--- src/rtl/demux_route_sequencer.sv ---
// demux_route_sequencer
//   Queues (data, destination) routing requests and presents them one at a
//   time on the in/sel inputs of a downstream 1-to-8 demultiplexer. Each
//   route is held for HOLD_CYCLES cycles. Back-to-back routes follow each
//   other with no idle cycle. Request order is preserved.
//
// Ports
//   clk        clock, rising edge
//   rst_n      asynchronous active-low reset
//   req_valid  request present
//   req_ready  request accepted on this edge if req_valid is also high
//   req_data   bit to route
//   req_sel    destination channel 0..7
//   flush      synchronous clear of the queue and of the active route
//   dmx_in     to demux `in`
//   dmx_sel    to demux `sel`
//   busy       a route is active or the queue is non-empty
//   count      number of queued entries (the active route is not counted)
module demux_route_sequencer #(
    parameter int DEPTH       = 4,
    parameter int HOLD_CYCLES = 4
) (
    input  logic                     clk,
    input  logic                     rst_n,
    input  logic                     req_valid,
    output logic                     req_ready,
    input  logic                     req_data,
    input  logic [2:0]               req_sel,
    input  logic                     flush,
    output logic                     dmx_in,
    output logic [2:0]               dmx_sel,
    output logic                     busy,
    output logic [$clog2(DEPTH):0]   count
);

    localparam int AW = $clog2(DEPTH);
    localparam int CW = AW + 1;
    localparam int HW = (HOLD_CYCLES > 1) ? $clog2(HOLD_CYCLES) : 1;

    typedef struct packed {
        logic       data;
        logic [2:0] sel;
    } route_t;

    typedef enum logic {IDLE, HOLD} state_t;

    route_t          mem [DEPTH];
    logic [AW-1:0]   wr_ptr, rd_ptr;
    state_t          state, state_nxt;
    logic [HW-1:0]   hold_cnt, hold_cnt_nxt;
    logic            dmx_in_nxt;
    logic [2:0]      dmx_sel_nxt;
    logic            push, pop;
    route_t          head;

    // Ready comes from registered count only, so a pop on this edge does
    // not open a slot until the following cycle.
    assign req_ready = rst_n && !flush && (count < CW'(DEPTH));
    assign push      = req_valid && req_ready;
    assign busy      = (state == HOLD) || (count != '0);
    assign head      = mem[rd_ptr];

    // ---------------------------------------------------------------
    // Route FSM: state register
    // ---------------------------------------------------------------
    always_ff @(posedge clk or negedge rst_n) begin
        if (!rst_n) begin
            state    <= IDLE;
            hold_cnt <= '0;
            dmx_in   <= 1'b0;
            dmx_sel  <= 3'b000;
        end else begin
            state    <= state_nxt;
            hold_cnt <= hold_cnt_nxt;
            dmx_in   <= dmx_in_nxt;
            dmx_sel  <= dmx_sel_nxt;
        end
    end

    // ---------------------------------------------------------------
    // Route FSM: next state / pop decision
    // The pop decision looks at count before the edge, so an entry pushed
    // on this edge can never be popped on the same edge.
    // ---------------------------------------------------------------
    always_comb begin
        state_nxt    = state;
        hold_cnt_nxt = hold_cnt;
        dmx_in_nxt   = dmx_in;
        dmx_sel_nxt  = dmx_sel;
        pop          = 1'b0;
        if (flush) begin
            // dmx_sel is deliberately left at its last value
            state_nxt  = IDLE;
            dmx_in_nxt = 1'b0;
        end else begin
            unique case (state)
                IDLE: begin
                    if (count != '0) begin
                        pop          = 1'b1;
                        dmx_in_nxt   = head.data;
                        dmx_sel_nxt  = head.sel;
                        hold_cnt_nxt = HW'(HOLD_CYCLES - 1);
                        state_nxt    = HOLD;
                    end else begin
                        dmx_in_nxt = 1'b0;
                    end
                end
                HOLD: begin
                    if (hold_cnt != '0) begin
                        hold_cnt_nxt = hold_cnt - HW'(1);
                    end else if (count != '0) begin
                        // chain straight into the next route, no gap cycle
                        pop          = 1'b1;
                        dmx_in_nxt   = head.data;
                        dmx_sel_nxt  = head.sel;
                        hold_cnt_nxt = HW'(HOLD_CYCLES - 1);
                    end else begin
                        state_nxt  = IDLE;
                        dmx_in_nxt = 1'b0;
                    end
                end
                default: begin
                    state_nxt  = IDLE;
                    dmx_in_nxt = 1'b0;
                end
            endcase
        end
    end

    // ---------------------------------------------------------------
    // FIFO pointers and occupancy. DEPTH is a power of two so pointers
    // wrap naturally.
    // ---------------------------------------------------------------
    always_ff @(posedge clk or negedge rst_n) begin
        if (!rst_n) begin
            wr_ptr <= '0;
            rd_ptr <= '0;
            count  <= '0;
        end else if (flush) begin
            wr_ptr <= '0;
            rd_ptr <= '0;
            count  <= '0;
        end else begin
            if (push) wr_ptr <= wr_ptr + AW'(1);
            if (pop)  rd_ptr <= rd_ptr + AW'(1);
            unique case ({push, pop})
                2'b10:   count <= count + CW'(1);
                2'b01:   count <= count - CW'(1);
                default: count <= count;
            endcase
        end
    end

    // Storage needs no reset: occupancy gates every read.
    always_ff @(posedge clk) begin
        if (push) mem[wr_ptr] <= '{data: req_data, sel: req_sel};
    end

endmodule

--- config.mk ---
export PLATFORM = sky130hd
export DESIGN_NAME = demux_route_sequencer
export DESIGN_NICKNAME = d
export VERILOG_FILES = /design/src/rtl/demux_route_sequencer.sv
export SDC_FILE = /design/constraint.sdc
export NUM_CORES = 1
export LEC_CHECK = 0
export CAP_MARGIN = 20
export CELL_PAD_IN_SITES_DETAIL_PLACEMENT = 0
export CELL_PAD_IN_SITES_GLOBAL_PLACEMENT = 1
export CORE_MARGIN = 2
export CORE_UTILIZATION = 48
export DETAILED_ROUTE_END_ITERATION = 12
export GPL_TIMING_DRIVEN = 0
export PLACE_DENSITY_LB_ADDON = 0.15
export SLEW_MARGIN = 20
export SYNTH_ARGS = -nofsm -noshare
export SYNTH_HDL_FRONTEND = slang
export SYNTH_SLANG_ARGS = --single-unit
--- constraint.sdc ---
create_clock -name clk -period 3.36 [get_ports clk]
set_clock_uncertainty 0.1 [all_clocks]
set_input_delay 0.672 -clock clk [delete_from_list [all_inputs] [get_ports clk]]
set_output_delay 0.672 -clock clk [all_outputs]
set_load 0.02 [all_outputs]
Word level (Yosys, flattened, before mapping)
Memories as Yosys holds them, arrays and structs flattened.
Cells that the tools add are included.
- input port bits: 8
- RAM bits: 16
- output and inout bits: 9
- register bits: 14
- memories: 1
- word-level logic and storage cells: 56
- add/subtract/negate cells: 5
- $lt $le $gt $ge: 1
- bitwise operators: 2
- reduce and logical (&&, ||, !) cells: 11
- multiplexer cells: 25
- equal/unequal tests: 4
- memories (memory ; depth ; bits a word ; rd ports ; clocked after memory_dff ; wr ports ; RTL line ; text):
    mem ; 4 ; 4 ; 1 ; 0 ; 1 ; 47 ; route_t mem [DEPTH];
- operator list (kind ; number):
    $mux W2 ; 6
    $pmux W3 S2 ; 2
    $mux W1 ; 10
    $mux W3 ; 3
    $pmux W1 S2 ; 3
    $reduce_bool A2 Y1 ; 3
    $reduce_bool A3 Y1 ; 2
    $add A2 B1 Y2 const B ; 2
    $pmux W2 S2 ; 1
    $add A3 B1 Y3 const B ; 1
    $logic_and A1 B1 Y1 ; 3
    $lt A3 B3 Y1 const B ; 1
    $ne A3 B3 Y1 const B ; 1
    $sub A3 B1 Y3 const B ; 1
    $eq A2 B1 Y1 const B ; 1
    $eq A2 B2 Y1 const B ; 1
    $ne A2 B2 Y1 const B ; 1
    $not A1 Y1 ; 2
    $reduce_and A2 Y1 ; 1
    $sub A2 B1 Y2 const B ; 1
    $logic_not A1 Y1 ; 1
    $logic_or A1 B1 Y1 ; 1

Depth between registers and ports, before layout
Gate-level depths: netlist of run 1.
- depth in word-level cells: 8
- mapped depth: 8
- mapped depth without buffers: 6

Least setup slack after synthesis of run 1
OpenSTA, ideal clock, no wires.
- path kind: input-to-output
- start: in flush
- end: out req_ready
- stages: 3
- path slack: 1.020 ns
- buffers on the path: 2
- data arrival time: 1.568 ns
- data required time: 2.588 ns
- path through: clkbuf_1 buf_2 nor3b_1
- longest elaborated chain between the ends: 3
- RTL lines (element ; RTL line ; text):
    start, declared ; 29 ; input logic flush,
    $logic_not A1 Y1 ; 58 ; assign req_ready = rst_n && !flush && (count < CW'(DEPTH));
    $logic_and A1 B1 Y1 (2 in series) ; 58 ;
    end, declared ; 26 ; output logic req_ready,
No other way between the ends.

Worst setup path after layout of run 1
Ends and elaborated chain as after synthesis.

==> results of run 1 <==
==> per-stage QoR <==
| stage | instances | TNS (ns) | power, mW | setup WS (ns) |
|---|---|---|---|---|
| 2_1_floorplan | 107 | 0 | 0.911 | 1.02 |
| 3_3_place_gp | 156 | -0.186 | 1.08 | -0.113 |
| 3_5_place_dp | 156 | -0.342 | 1.09 | -0.212 |
| 4_1_cts | 164 | 0 | 1.30 | 0.0164 |
| 5_1_grt | 164 | 0 | 1.37 | 0.322 |
| 6_report | 164 | 0 | 1.28 | 0.459 |
==> state kept, by name (all words and copies together) (netlist names) <==
name      flops
dmx_sel       3
mem          16
wr_ptr        2
rd_ptr        2
hold_cnt      2
count         3
state         1
dmx_in        1
==> area by class of cell <==
cell class	instances	area [µm²]	area share
Sequential cell	30	831	0.478
Clock buffer	5	37.5	0.0216
Inverter	4	15.0	0.00864
Timing Repair Buffer	16	161	0.0929
Multi-Input combinational cell	66	579	0.333
Buffer	7	56.3	0.0324
Clock inverter	3	16.3	0.00936
Tap cell	33	41.3	0.0238
==> power breakdown <==
part	switching [mW]	internal [mW]
Sequential	0.0633	0.453
Combinational	0.274	0.289
Clock	0.129	0.0776
Total	0.466	0.819
==> metal layers <==
layer,global-route usage,routed length (µm),vias to the layer above
li1,-,-,455
met1,0.242,1260,466
met2,0.278,1200,21
met3,0.0546,94,6
met4,0.0762,51,0
met5,0,0,-
==> worst paths after layout <==
check                             endpoint  slack [ns]  cells after the start
max in group asynchronous        wr_ptr[1]        2.27                      1
worst max-delay path             req_ready        0.46                      5
min in group clk                dmx_sel[2]        0.42                      1
worst min-delay path             rd_ptr[1]        0.41                      1
worst min register to register  dmx_sel[2]        0.42                      1
worst max register to register    count[1]        1.11                      8
==> kinds of logic (layout without fill, tap and decap cells) <==
kind of cell | Yosys count | after routing | share of synthesized area
adder cells (fa/ha/maj) | 5 | 5 | 0.0473
AO/OA/AOI/OAI | 16 | 16 | 0.0710
AND/OR/NAND/NOR | 36 | 36 | 0.165
multiplexers | 9 | 9 | 0.108
buffers and inverters | 11 | 35 | 0.0473
flip-flops | 30 | 30 | 0.561
==> cell usage in the layout (no fill, tap or decap), drive strengths merged, types with 2 or more instances in the layout <==
cell type,instances
dfrtp,14
clkinv,2
nand2,5
clkbuf,6
inv,4
ha,4
o21ai,3
nand3,2
clkdlybuf4s50,14
edfxtp,16
nor2b,2
mux4,4
buf,6
nand4b,2
a21oi,4
nor2,5
nor3,3
or3,2
nand4,7
o211ai,3
and2,4
o31ai,2
mux2,4
==> timing repair <==
| action | in CTS | in global routing |
|---|---|---|
| pin swaps | 0 | 0 |
| setup endpoints to repair | 1 | 1 |
| hold endpoints to repair | 0 | 0 |
| gates resized for setup | 1 | 3 |
| hold buffers | 0 | 0 |
==> reports/metrics.cfg, run 1 <==
[floorplanning]
die_h_um=59.5
start_util=0.493
design.portCount=17
die-area_um2=3540
rows=20
dieWidth_um=59.5
core_area_um2=3000

[cells_and_area]
area_delta_synth_final_pct=17.4
final_nets=143
drive_above_1_share=0.206
diodes=0
utilization=0.579
design_area_um2=1740
nFillCells=243

[run_status]
status=completed

[clock_network]
clk_pin_slew_worst_paths_ns=0.10
root_buffer=clkbuf_4
cts_tree=yes
post_cts_buffers=0
h-tree-depth=2
clk-insertion-delay-late_ns=0.33
numCtsBuffers=5
cts_num_sinks=30
clockBufferDepth=2

[detailed_routing]
ant_nets=0
drt-initial-drc-count=55
num_vias=948
wl_um=2610
drt-wirelength-per-cell_um=15.9
drc=0
viasPerCell=5.78
first_pass_iters=4

[logic_synthesis]
yosys-top-cells-area=edfxtp_1, dfrtp_1, mux4_2
synth_top_cell_area_share=0.325
synth.most_common_cell=edfxtp_1
ys_types=37
ys_warn_count=0
synth_common_cells=edfxtp_1, dfrtp_1, nand4_1
yosysTopAreaCell=edfxtp_1
syn_area_um2=1480
seq_area_frac_synth=0.561
synth.avg_cell_area_um2=13.8
synth-edff-count=16
syn-instance-count=107
synthFlopType=edfxtp_1
synth_fp_nets=120
synth_seq_cells=30
synthArstFlopShare=0.467

[placement]
io_buffers=16
dpl_cell_area_um2=1680
place.gp.congestion=0.784
dp_hpwl_um=1850

[timing]
hold_viol_final=0
fmax_mhz=345
slew_viol_final=0
rsz0062_at_grt=false
fin_crit_sh=0.863
setup_viol=0
tightest_slew_ns=0.757
timing.hold.ws_ns=0.413
slew_headroom=0.495
finalCriticalPeriod_ns=2.90

[global_route]
overflow=0
grt_pass1_wl_um=4560
grt_pass1_vias=949
grtUsageTotal=0.182
antenna_found_initial=0
grt_max_degree=18

[critical_path]
arrival_ns=2.13
path_delay_family=buffers and inverters
crit_type=in2out
worstPathCellList=clkdlybuf4s50_1 -> clkbuf_2 -> buf_2 -> nor3b_1 -> dlymetal6s2s_1
critPathMaxFanout=10
max_stage_delay_ns=0.53
endpoint_kind=output port
cp_data_required_time_ns=2.59
r2r_start=count[2]
critPathBufInv=4
critPathSlowestCell=clkdlybuf4s50_1
crit_start=flush
startpoint_type=input pin

[power]
ir_drop_uv=298
p_per_area_nw_per_um2=739
p_leak_nw=0.677

[flow_run]
maxCapViolations=0

[worst_hold_path]
hold_path_class=in2async

No activity file was read; power rests on OpenSTA's default activity.
==> run 2: changes to the inputs <==
Settings changed: CORE_UTILIZATION 48 to 41, SLEW_MARGIN 20 to 30.
Clock period 3.36 ns to 2.5 ns, I/O delays scaled along.
==> run 2 against run 1 <==
Compared with the run above:
- worst setup slack got worse by 0.38 ns
- clock power rose by 33%
- first-iteration DRC count fell by 45%
- core utilization fell by 5.6 points
- design area rose by 2.0%
- sequential share of layout area fell by 0.94 points
- largest power group unchanged
- highest routed layer unchanged
==> reports/metrics.cfg, run 2 (synthesis gave the netlist of run 1 again) <==
[critical_path]
critPathMaxFanout=10
worstPathCellList=clkdlybuf4s50_1 -> buf_4 -> buf_2 -> nor4_2 -> fa_1 -> nor2b_1 -> o211ai_1 -> nand4_1
crit_type=in2reg
max_stage_delay_ns=0.50
startpoint_type=input pin
arrival_ns=2.54
endpoint_kind=register
cp_data_required_time_ns=2.62
critPathSlowestCell=clkdlybuf4s50_1

[clock_network]
clk-insertion-delay-late_ns=0.33
clk_pin_slew_worst_paths_ns=0.10
cts_num_sinks=30
numCtsBuffers=5
root_buffer=clkbuf_4
clockBufferDepth=2
hold_buffers=0
h-tree-depth=2
cts_tree=yes

[timing]
finalCriticalPeriod_ns=2.42
rsz0062_at_grt=false
fmax_mhz=413
tns_ns=0
tightest_slew_ns=0.702
hold_viol_final=0
fin_crit_sh=0.969
timing.hold.ws_ns=0.0754
slew_viol_final=0
slew_headroom=0.529
setup_viol=0

[power]
p_leak_nw=0.672
p_per_area_nw_per_um2=998
ir_drop_uv=431

[cells_and_area]
largest_register=mem
mostFrequentLayoutCells=edfxtp_1, dfrtp_1, clkdlybuf4s50_1
layout_commonest_cell=edfxtp_1
drive_above_1_share=0.242
design_area_um2=1770
largestRegisters=mem x16, count x3, dmx_sel x3
nFillCells=297
largest_register_ffs=16
diodes=0
utilization=0.523
instances_no_fill=178
final_nets=144
area_delta_synth_final_pct=19.8

[detailed_routing]
wl_um=2890
ant_nets=0
num_vias=963
first_pass_iters=4
drt-wirelength-per-cell_um=16.2
drc=0
drt-initial-drc-count=30
viasPerCell=5.41

[global_route]
grtUsageMet3=0.0511
use_met1=0.191
grtUsageTotal=0.160
antenna_found_initial=0
overflow=0
grt_pass1_wl_um=4860
grt.busiest_layer=met2
grt_pass1_vias=986
grt_use_met2=0.272
grt_max_degree=18

[placement]
dp_hpwl_um=1970
dpl_cell_area_um2=1700
place.gp.congestion=0.764
dpl.cell_count=169
io_buffers=16

[run_status]
status=completed

[floorplanning]
die_h_um=64.1
start_util=0.437
design.portCount=17
core_area_um2=3390
rows=21
dieWidth_um=64.1
die-area_um2=4110

[flow_run]
maxCapViolations=0

[worst_hold_path]
hold_path_class=in2async

## run 2: final timing paths
kind	slack [ns]	depth (start not counted)	endpoint	startpoint
setup / recovery	0.08	8	count[1]	flush
hold / removal	0.08	1	count[1]	rst_n
setup reg to reg	0.22	8	count[1]	count[2]
hold reg to reg	0.42	1	dmx_sel[0]	dmx_sel[0]
max in group asynchronous	1.93	1	wr_ptr[0]	rst_n
min in group clk	0.42	1	dmx_sel[0]	dmx_sel[0]
## run 2: what timing repair did
| action | CTS | global route |
|---|---|---|
| endpoints found under the hold margin | 0 | 0 |
| buffers inserted | 1 | 0 |
| pin swaps | 1 | 0 |
| setup endpoints to repair | 20 | 3 |
| resized for setup | 10 | 5 |
## run 2: power by group
group	leakage [nW]	switching (mW)	internal, mW	total [mW]
Combinational	0.318	0.393	0.408	0.801
Clock	0.0286	0.171	0.104	0.275
Sequential	0.325	0.0848	0.608	0.693
Total	0.672	0.649	1.12	1.77
## run 2: metal layers
layer / wire length [µm] / share of wire
met4: 42 / 0.015
met2: 1480 / 0.51
met1: 1240 / 0.43
met3: 118 / 0.041
met5: 0 / 0
## run 2: final cells by class
| class | instances | area, µm² | share of cell area |
|---|---|---|---|
| tap | 46 | 57.6 | 0.0325 |
| sequential | 30 | 831 | 0.469 |
| clock inverter | 3 | 16.3 | 0.00917 |
| timing repair buffer | 17 | 163 | 0.0917 |
| clock buffer | 5 | 37.5 | 0.0212 |
| buffer | 7 | 58.8 | 0.0332 |
| inverter | 4 | 15.0 | 0.00847 |
| multi-input combinational | 66 | 594 | 0.335 |
## run 2: stage by stage
| stage | total power, mW | setup slack (ns) |
|---|---|---|
| floorplan | 1.22 | 0.259 |
| global placement | 1.46 | -0.834 |
| detailed placement | 1.48 | -0.889 |
| CTS | 1.77 | 0.00287 |
| global route | 1.88 | 0.0101 |
| finish | 1.77 | 0.0764 |
## run 2: critical path, delay by kind of cell
kind / cells / cell delay [ns]
AO/OA/AOI/OAI: 1 / 0.09
adder cells (fa/ha/maj): 1 / 0.45
buffers and inverters: 3 / 0.92
AND/OR/NAND/NOR: 3 / 0.59
